`config.mk`:
```
export PLATFORM = sky130hd
export DESIGN_NAME = mac_array_seq
export DESIGN_NICKNAME = d
export VERILOG_FILES = /design/src/rtl/mac_array_seq.sv
export SDC_FILE = /design/constraint.sdc
export NUM_CORES = 1
export LEC_CHECK = 0
export BUFFER_PORTS_ARGS = -buffer_cell sky130_fd_sc_hd__buf_2
export CAP_MARGIN = 20
export CORE_ASPECT_RATIO = 0.5
export CORE_MARGIN = 5
export CORE_UTILIZATION = 56
export CTS_CLUSTER_DIAMETER = 120
export DETAILED_ROUTE_END_ITERATION = 12
export GPL_TIMING_DRIVEN = 1
export PLACE_DENSITY = 0.82
export SLEW_MARGIN = 30
export SYNTH_ARGS = -nofsm -noshare
export SYNTH_HDL_FRONTEND = slang
export SYNTH_SLANG_ARGS = --single-unit
```
`constraint.sdc`:
```
create_clock -name clk -period 4.55 [get_ports clk]
set_input_delay 0.2275 -clock clk [delete_from_list [all_inputs] [get_ports clk]]
set_output_delay 0.2275 -clock clk [all_outputs]
set_load 0.01 [all_outputs]
```
`src/rtl/mac_array_seq.sv`:
```
// ---------------------------------------------------------------------------
// mac_array_seq
// Tile sequencer for an N x N systolic array of signed 8-bit MAC cells.
// One tile: clear the accumulators, feed K skewed operand pairs (plus the
// 2(N-1) cycles of skew fill/flush), then drain N result rows over valid/ready.
//
// Parameters:
//   N   array dimension (rows = cols = lanes), N >= 2
//   KW  width of the K field and of the feed counter
//
// Ports:
//   clk, rst          clock, synchronous active-high reset
//   start_valid/ready tile request handshake; k_len sampled on handshake
//   mac_clear, mac_en array-wide clear / accumulate enable (never both high)
//   feed_cnt          feed cycle index t (low KW bits of the internal count)
//   lane_valid        bit i = operand lane i carries valid data this cycle
//   drain_valid/ready result row handshake, drain_row = row being offered
//   busy              high whenever not idle
//   done              one-cycle pulse after the last row is accepted
//
// Optional feature (macro MAC_ARRAY_SEQ_PERF_EN):
//   perf_stall_cnt    32-bit saturating count of DRAIN cycles with
//                     drain_ready low; cleared by rst and on start handshake.
// ---------------------------------------------------------------------------
module mac_array_seq #(
  parameter int unsigned N  = 4,
  parameter int unsigned KW = 16
) (
  input  logic                 clk,
  input  logic                 rst,
  input  logic                 start_valid,
  output logic                 start_ready,
  input  logic [KW-1:0]        k_len,
  output logic                 mac_clear,
  output logic                 mac_en,
  output logic [KW-1:0]        feed_cnt,
  output logic [N-1:0]         lane_valid,
  output logic                 drain_valid,
  input  logic                 drain_ready,
  output logic [$clog2(N)-1:0] drain_row,
  output logic                 busy,
`ifdef MAC_ARRAY_SEQ_PERF_EN
  output logic [31:0]          perf_stall_cnt,
`endif
  output logic                 done
);

  localparam int unsigned RW = $clog2(N);
  localparam int unsigned CW = KW + 1;  // feed length L = K + 2(N-1) fits here
  localparam int unsigned XW = KW + 2;  // lane window compare (i + K) fits here

  typedef enum logic [2:0] {
    S_IDLE,
    S_CLEAR,
    S_FEED,
    S_DRAIN,
    S_DONE
  } state_e;

  state_e          state_q, state_d;
  logic [KW-1:0]   k_q, k_d;
  logic [CW-1:0]   cnt_q, cnt_d;
  logic [RW-1:0]   row_q, row_d;

  logic            start_ready_q, busy_q, mac_clear_q, mac_en_q;
  logic            drain_valid_q, done_q;
  logic [N-1:0]    lane_valid_q, lane_valid_d;

  logic [CW-1:0]   feed_len;
  logic            feed_last;
  logic            start_hs;

  assign start_hs  = start_valid && start_ready_q;
  assign feed_len  = CW'(k_q) + CW'(2 * (N - 1));
  assign feed_last = (cnt_q == feed_len - CW'(1));

  // Next-state and counter logic
  always_comb begin
    state_d = state_q;
    k_d     = k_q;
    cnt_d   = cnt_q;
    row_d   = row_q;
    unique case (state_q)
      S_IDLE: begin
        if (start_hs) begin
          k_d     = k_len;
          state_d = S_CLEAR;
        end
      end
      S_CLEAR: begin
        cnt_d   = '0;
        row_d   = '0;
        state_d = (k_q == '0) ? S_DRAIN : S_FEED;
      end
      S_FEED: begin
        if (feed_last) begin
          cnt_d   = '0;
          row_d   = '0;
          state_d = S_DRAIN;
        end else begin
          cnt_d = cnt_q + CW'(1);
        end
      end
      S_DRAIN: begin
        if (drain_ready) begin
          if (row_q == RW'(N - 1)) begin
            row_d   = '0;
            state_d = S_DONE;
          end else begin
            row_d = row_q + RW'(1);
          end
        end
      end
      S_DONE: begin
        state_d = S_IDLE;
      end
      default: begin
        state_d = S_IDLE;
      end
    endcase
  end

  // Lane i is live while t - i indexes inside [0, K); compared wide so that
  // i + K cannot wrap for the largest K.
  always_comb begin
    lane_valid_d = '0;
    for (int unsigned i = 0; i < N; i++) begin
      lane_valid_d[i] = (state_d == S_FEED)
                     && (XW'(cnt_d) >= XW'(i))
                     && (XW'(cnt_d) <  XW'(i) + XW'(k_d));
    end
  end

  // State register
  always_ff @(posedge clk) begin
    if (rst) begin
      state_q <= S_IDLE;
      k_q     <= '0;
      cnt_q   <= '0;
      row_q   <= '0;
    end else begin
      state_q <= state_d;
      k_q     <= k_d;
      cnt_q   <= cnt_d;
      row_q   <= row_d;
    end
  end

  // Output registers, decoded from the next state so they align with it
  always_ff @(posedge clk) begin
    if (rst) begin
      start_ready_q <= 1'b1;
      busy_q        <= 1'b0;
      mac_clear_q   <= 1'b0;
      mac_en_q      <= 1'b0;
      lane_valid_q  <= '0;
      drain_valid_q <= 1'b0;
      done_q        <= 1'b0;
    end else begin
      start_ready_q <= (state_d == S_IDLE);
      busy_q        <= (state_d != S_IDLE);
      mac_clear_q   <= (state_d == S_CLEAR);
      mac_en_q      <= (state_d == S_FEED);
      lane_valid_q  <= lane_valid_d;
      drain_valid_q <= (state_d == S_DRAIN);
      done_q        <= (state_d == S_DONE);
    end
  end

  // feed_cnt exposes the low KW bits; for the largest K the flush tail wraps,
  // and the buffers' modulo-2^KW (feed_cnt - i) still yields the right index.
  assign start_ready = start_ready_q;
  assign busy        = busy_q;
  assign mac_clear   = mac_clear_q;
  assign mac_en      = mac_en_q;
  assign feed_cnt    = cnt_q[KW-1:0];
  assign lane_valid  = lane_valid_q;
  assign drain_valid = drain_valid_q;
  assign drain_row   = row_q;
  assign done        = done_q;

`ifdef MAC_ARRAY_SEQ_PERF_EN
  logic [31:0] stall_q;

  // Saturating count of back-pressured drain cycles
  always_ff @(posedge clk) begin
    if (rst) begin
      stall_q <= '0;
    end else if (start_hs) begin
      stall_q <= '0;
    end else if ((state_q == S_DRAIN) && !drain_ready && (stall_q != '1)) begin
      stall_q <= stall_q + 32'd1;
    end
  end

  assign perf_stall_cnt = stall_q;
`endif

endmodule

```
==> Word-level counts from Yosys, hierarchy flattened <==
Cells that the tools add are included.
{ "totals": {"inputBits": 20, "ff_bits": 48, "output_inout_bits": 28} }
{ "op_classes": {"addsub": 7, "n_mux": 14, "n_eq_ne": 11, "magnitude_cmp": 7, "reduce_logical": 14} }
{ "ops": {"columns": ["op", "n"], "rows": [
  ["$lt 17x17->1", 3],
  ["$add 2x16->17 const A", 2],
  ["$ge 17x2->1 const B", 2],
  ["$pmux 17 s2", 1],
  ["$mux 16", 2],
  ["$add 1x16->17 const A", 1],
  ["$add 16x3->17 const B", 1],
  ["$add 17x1->17 const B", 1],
  ["$eq 17x17->1", 1],
  ["$ge 17x1->1 const B", 1],
  ["$lt 17x16->1", 1],
  ["$mux 17", 1],
  ["$sub 17x1->17 const B", 1],
  ["$logic_not 16->1", 1],
  ["$eq 3x2->1 const B", 4],
  ["$mux 3", 4],
  ["$pmux 3 s4", 1],
  ["$logic_and 1x1->1", 8],
  ["$eq 3x1->1 const B", 2],
  ["$logic_not 3->1", 2],
  ["$mux 2", 3],
  ["$pmux 2 s3", 1],
  ["$reduce_bool 3->1", 2],
  ["$ne 2x2->1 const B", 2],
  ["other kinds (5)", 5]
]} }

==> Depth between registers and ports, before layout <==
{ "logic_depth": {"ltp_word": 8, "ltp_mapped": 24, "mapped_depth_nobuf": 20} }

==> Worst setup path after synthesis <==
No wires, ideal clock.
{ "synth_path": {"path_type": "flip-flop to flip-flop", "from": "register k_q[0]", "to": "register lane_valid_q[3], in the netlist lane_valid[3]", "t_arrival_ns": 4.169, "setup_ns": 0.086, "required_ns": 4.464, "slack_ns": 0.295, "path_stages_with_launch": 22, "cell_sequence": "dfxtp_1 -> ha_1 -> o211a_4 -> and3_4 -> or3_1 -> a221oi_1 -> and4b_1 -> buf_6 -> nand2b_1 -> clkbuf_1 -> or3_1 -> nand2_1 -> ha_1 -> a21o_1 -> a21o_1 -> a21o_1 -> a21o_1 -> a21oi_1 -> nor2b_1 -> o21ai_0 -> nand4_1 -> a211oi_1"} }
{ "synth_via": {"elab_chain_len": 8, "word_cells_on_any_way": 17} }
{ "synth_rtl": {"columns": ["item", "line", "text"], "rows": [
  ["start, declared", "61", "logic [KW-1:0] k_q, k_d;"],
  ["start signal, assigned", "143", "k_q <= k_d;"],
  ["$add 16x3->17 *", "74", "assign feed_len = CW'(k_q) + CW'(2 * (N - 1));"],
  ["$sub 17x1->17 *", "75", "assign feed_last = (cnt_q == feed_len - CW'(1));"],
  ["$eq 17x17->1 *", "75", null],
  ["$mux 17 *", "96", "if (feed_last) begin"],
  ["$pmux 17 s2 *", "83", "unique case (state_q)"],
  ["via cnt_d[10]", "62", "logic [CW-1:0] cnt_q, cnt_d;"],
  ["$ge 17x2->1", "129", "&& (XW'(cnt_d) >= XW'(i))"],
  ["$logic_and 1x1->1", "129", null],
  ["$logic_and 1x1->1 *", "130", "&& (XW'(cnt_d) < XW'(i) + XW'(k_d));"],
  ["end signal, assigned", "164", "lane_valid_q <= lane_valid_d;"],
  ["end, declared", "67", "logic [N-1:0] lane_valid_q, lane_valid_d;"]
]} }
Mark *: on every way through the listed nets, which the timed path passes. The rest lies on a longest branch.
A chain may end at the register's enable or synchronous reset.

==> Final worst setup path <==
{ "layout_path": {"from": "register k_q[1]", "to": "register lane_valid_q[3], in the netlist lane_valid[3]"} }
The elaborated chain is that of the path after synthesis.

==> summary.md <==
| Metric | Value |
|---|---|
| R2r worst-path depth | 18 |
| Min-Delay Endpoint | state_q[2] |
| Initial antenna violation count | 0 |
| Grt ovf | 0 |
| Hold depth | 3 |
| Largest fanout on the critical path | 8 |
| IO Pins | 48 |
| Post-synth top area share | 0.183 |
| Clk sink count | 48 |
| Slew headroom | 0.379 |
| Antenna-violating nets left | 0 |
| Initial DRT Pass Iterations | 5 |
| Worst R2R End | lane_valid[3] |
| Post-synth EDFFs | 0 |
| Clk slew on worst S/H paths | 0.07 ns |
| Critical Path RT | 4.76 ns |
| Ratio of cells with drive above 1 in the final layout | 0.195 |
| R2R Setup Slk | 0.19 ns |
| YS warnings | 0 |
| Final WS setup | 0.192 ns |
| Clk buf depth | 2 |
| Crit. End Element | flop |
| Core box area | between 8000 and 9000 um2 |
| Post-Syn Area | 5240 um2 |
| Type of the worst min-delay path | in2reg |
| Nets | 821 |
| Clock Tree Root | clkbuf_16 |
| HPWL Detailed | 13.1 mm |
| Post-DR wirelength/cell | approximately 20 um |
| Number of synthesized register bits | 48 |
| Routed vias | around 5,400 |
| Initial Util | 0.588 |
| Final min period | between 4 and 5 ns |
| Num rows | 24 |
| Die area | approximately 12,000 um2 |
| Diode count | 0 |
| Initial DRC Count | between 500 and 600 |
| First-pass GRT wire length | between 20 and 30 mm |
| Fin. max-slew vios | 0 |
| Drt total wl | around 17 mm |
| Net Count, Synth | approximately 760 |
| Htree depth | 2 |
| Total GRT Usage | 0.275 |
| Filler cells | roughly 770 |
| Pwr per Cell Area | between 300 and 400 nW/um2 |
| Status | complete, no violations |
| Clk_skew | around 0.0087 ns |
| Synth Flop Type | dfxtp_1 |
| Fmax | roughly 0.23 GHz |
| CTS Buf Count | 5 |
| Tot Pwr | 2.07 mW |
| Multi-input logic area | between 3000 and 4000 um2 |
| FFs w/ async S/R, synth | 0 |
| Mapped Cells | between 600 and 700 |
| Synth top area cells | dfxtp_1 (18%), ha_1 (16%), xor2_1 (5.8%) |
| RSZ-0062 raised after global routing | no |
| LEAKAGE | around 2.9 nW |
| Die Y | between 70 and 80 um |
| Die Wd | 147 um |
| Worst Path Arrival | about 4.6 ns |
| Synth Area per Inst | approximately 7.8 um2 |
| Non-Filler Instances | 851 |
| Vias in the first global route | 4,880 |
| Seq. cell area | between 900 and 1000 um2 |
| Dpl cells | roughly 840 |
| DR DRC count | 0 |
| Worst-Skew Late Latency | 0.30 ns |
| I/O Buffers | 47 |
| Placer Congestion | 0.964 |
| Final Hold Viols | 0 |
| Sequential share of the synthesized area | 0.183 |
| Yosys cell types | 64 |
| Final Setup Violations | 0 |
| TritonCTS clock tree | yes |
| Crit path kind | reg2reg |
| Design area | 6040 um2 |
| Critical Path Start Type | flop |
| DP Area | 5790 um2 |
| Hold_sp | drain_ready |
| Via/cell ratio | around 6.3 |
| Syn-to-layout area delta | 15.3% |
| Pin count of the biggest net entering global routing | between 40 and 50 |
| Worst Tran Pin Value | approximately 0.9 ns |
| Final period utilization | 0.958 |
| Area leader, netlist | dfxtp_1 |
| Max Cap Viol | 0 |
| FF-to-FF Start | k_q[1] |
| Max VDD drop | about 150 uV |
| Dpl ws | -0.00439 ns |
-- registers in the layout, summed over array words and instances (netlist names) --
name         count
state_q          3
mac_en           1
lane_valid       4
cnt_q           17
done             1
start_ready      1
drain_row        2
busy             1
drain_valid      1
k_q             16
mac_clear        1
-- report_power, final --
| group | switching [mW] | internal [mW] | leakage [nW] | total [mW] |
|---|---|---|---|---|
| Combinational | 0.669 | 0.441 | 2.42 | 1.11 |
| Clock | 0.172 | 0.276 | 0.0871 | 0.448 |
| Sequential | 0.0425 | 0.467 | 0.390 | 0.509 |
| Total | 0.884 | 1.18 | 2.90 | 2.07 |
-- layout by cell type (no fill, tap or decap), types with 4 or more instances in the layout --
cell / count
nand3_1: 18
nor2b_1: 20
inv_1: 21
o21ai_0: 21
o211ai_1: 4
o31ai_1: 5
mux2i_1: 19
and3_1: 9
a211oi_1: 8
nand4_1: 21
a211o_1: 4
a21oi_1: 33
xnor2_1: 27
nor2_1: 62
o21ai_1: 4
ha_1: 67
or2_2: 5
nand2_1: 43
nand2b_1: 5
a21o_1: 24
nor3_1: 26
or3_1: 9
nor4_1: 13
clkbuf_16: 5
dfxtp_1: 48
buf_2: 47
xor2_1: 35
buf_4: 60
-- Yosys cell counts (3+ instances only) --
cell type,count
a2111oi_0,3
a211o_1,4
a211oi_1,9
a21o_1,24
a21oi_1,33
and2_1,3
and3_1,9
buf_1,3
buf_2,11
buf_4,17
buf_6,3
clkbuf_1,18
dfxtp_1,48
ha_1,68
inv_1,21
mux2i_1,19
nand2_1,44
nand2b_1,6
nand3_1,18
nand4_1,21
nor2_1,63
nor2b_1,20
nor3_1,27
nor4_1,14
o2111ai_1,3
o211ai_1,4
o21ai_0,26
o31ai_1,7
or2_2,5
or3_1,10
or3b_2,3
or4_1,3
xnor2_1,27
xor2_1,35
-- per-layer routing --
metal	up-vias	global-route usage	wire length (um)
met3	33	0.0489	2020
met1	2517	0.407	7510
met4	0	0.0600	303
li1	2547	-	-
met5	-	0	0
met2	287	0.416	6830
-- how the worst max path moves through the flow --
| stage | start | endpoint | slack [ns] | depth (start not counted) |
|---|---|---|---|---|
| 6_report | k_q[1] | lane_valid[3] | 0.19 | 18 |
| 5_1_grt | state_q[0] | lane_valid[1] | 0.0003 | 20 |
| 4_1_cts | k_q[1] | lane_valid[0] | 0.004 | 20 |
| 3_5_place_dp | k_q[1] | lane_valid[0] | -0.004 | 20 |
| 3_3_place_gp | k_q[1] | lane_valid[0] | 0.01 | 20 |
| 2_1_floorplan | k_q[0] | lane_valid[3] | 0.30 | 21 |
-- what timing repair did --
item | in CTS | in global routing
resized for setup | 1 | 18
setup buffers | 0 | 1
setup endpoints to repair | 2 | 4
pin swaps | 0 | 3
hold buffers | 0 | 0
-- area by class of cell --
cell class / instances / share of cell area
repair buffers: 108 / 0.117
multi-input cells: 549 / 0.658
flip-flops and latches: 48 / 0.159
well taps: 117 / 0.0242
inverters: 21 / 0.0130
clock inverters: 2 / 0.00642
clock buffers: 6 / 0.0230
-- stage by stage --
| stage | hold slack [ns] | util | setup TNS, ns |
|---|---|---|---|
| after floorplan | 0.307 | - | 0 |
| after global placement | 0.458 | 0.649 | 0 |
| after detailed placement | 0.470 | 0.649 | -0.00439 |
| after CTS | 0.237 | 0.669 | 0 |
| after global routing | 0.267 | 0.678 | 0 |
| final | 0.237 | 0.678 | 0 |
-- cell families (layout without fill, tap and decap cells) --
logic type | count (synthesis) | after routing | synth area share
muxes | 20 | 20 | 0.0389
xor gates and xnor gates | 62 | 62 | 0.104
and+or+nand+nor | 259 | 259 | 0.256
buffers and inverters | 73 | 137 | 0.0714
AOI/OAI and AO/OA | 139 | 139 | 0.183
adders and majority gates | 69 | 69 | 0.164
DFF | 48 | 48 | 0.183
-- worst max-delay path, cell delays in order (launching register included) --
cell      delay, ns
dfxtp_1        0.40
ha_2           0.25
o211a_4        0.21
nand4_1        0.17
and4b_1        0.23
nor4_1         0.27
and4b_2        0.31
buf_4          0.19
or4b_1         0.47
a21bo_4        0.29
ha_1           0.28
a21o_1         0.17
a21o_1         0.17
a21o_1         0.17
a21oi_1        0.14
nor2b_1        0.06
o21ai_0        0.15
nand4_1        0.13
a211oi_2       0.21
(Power assumes the default switching activity.)
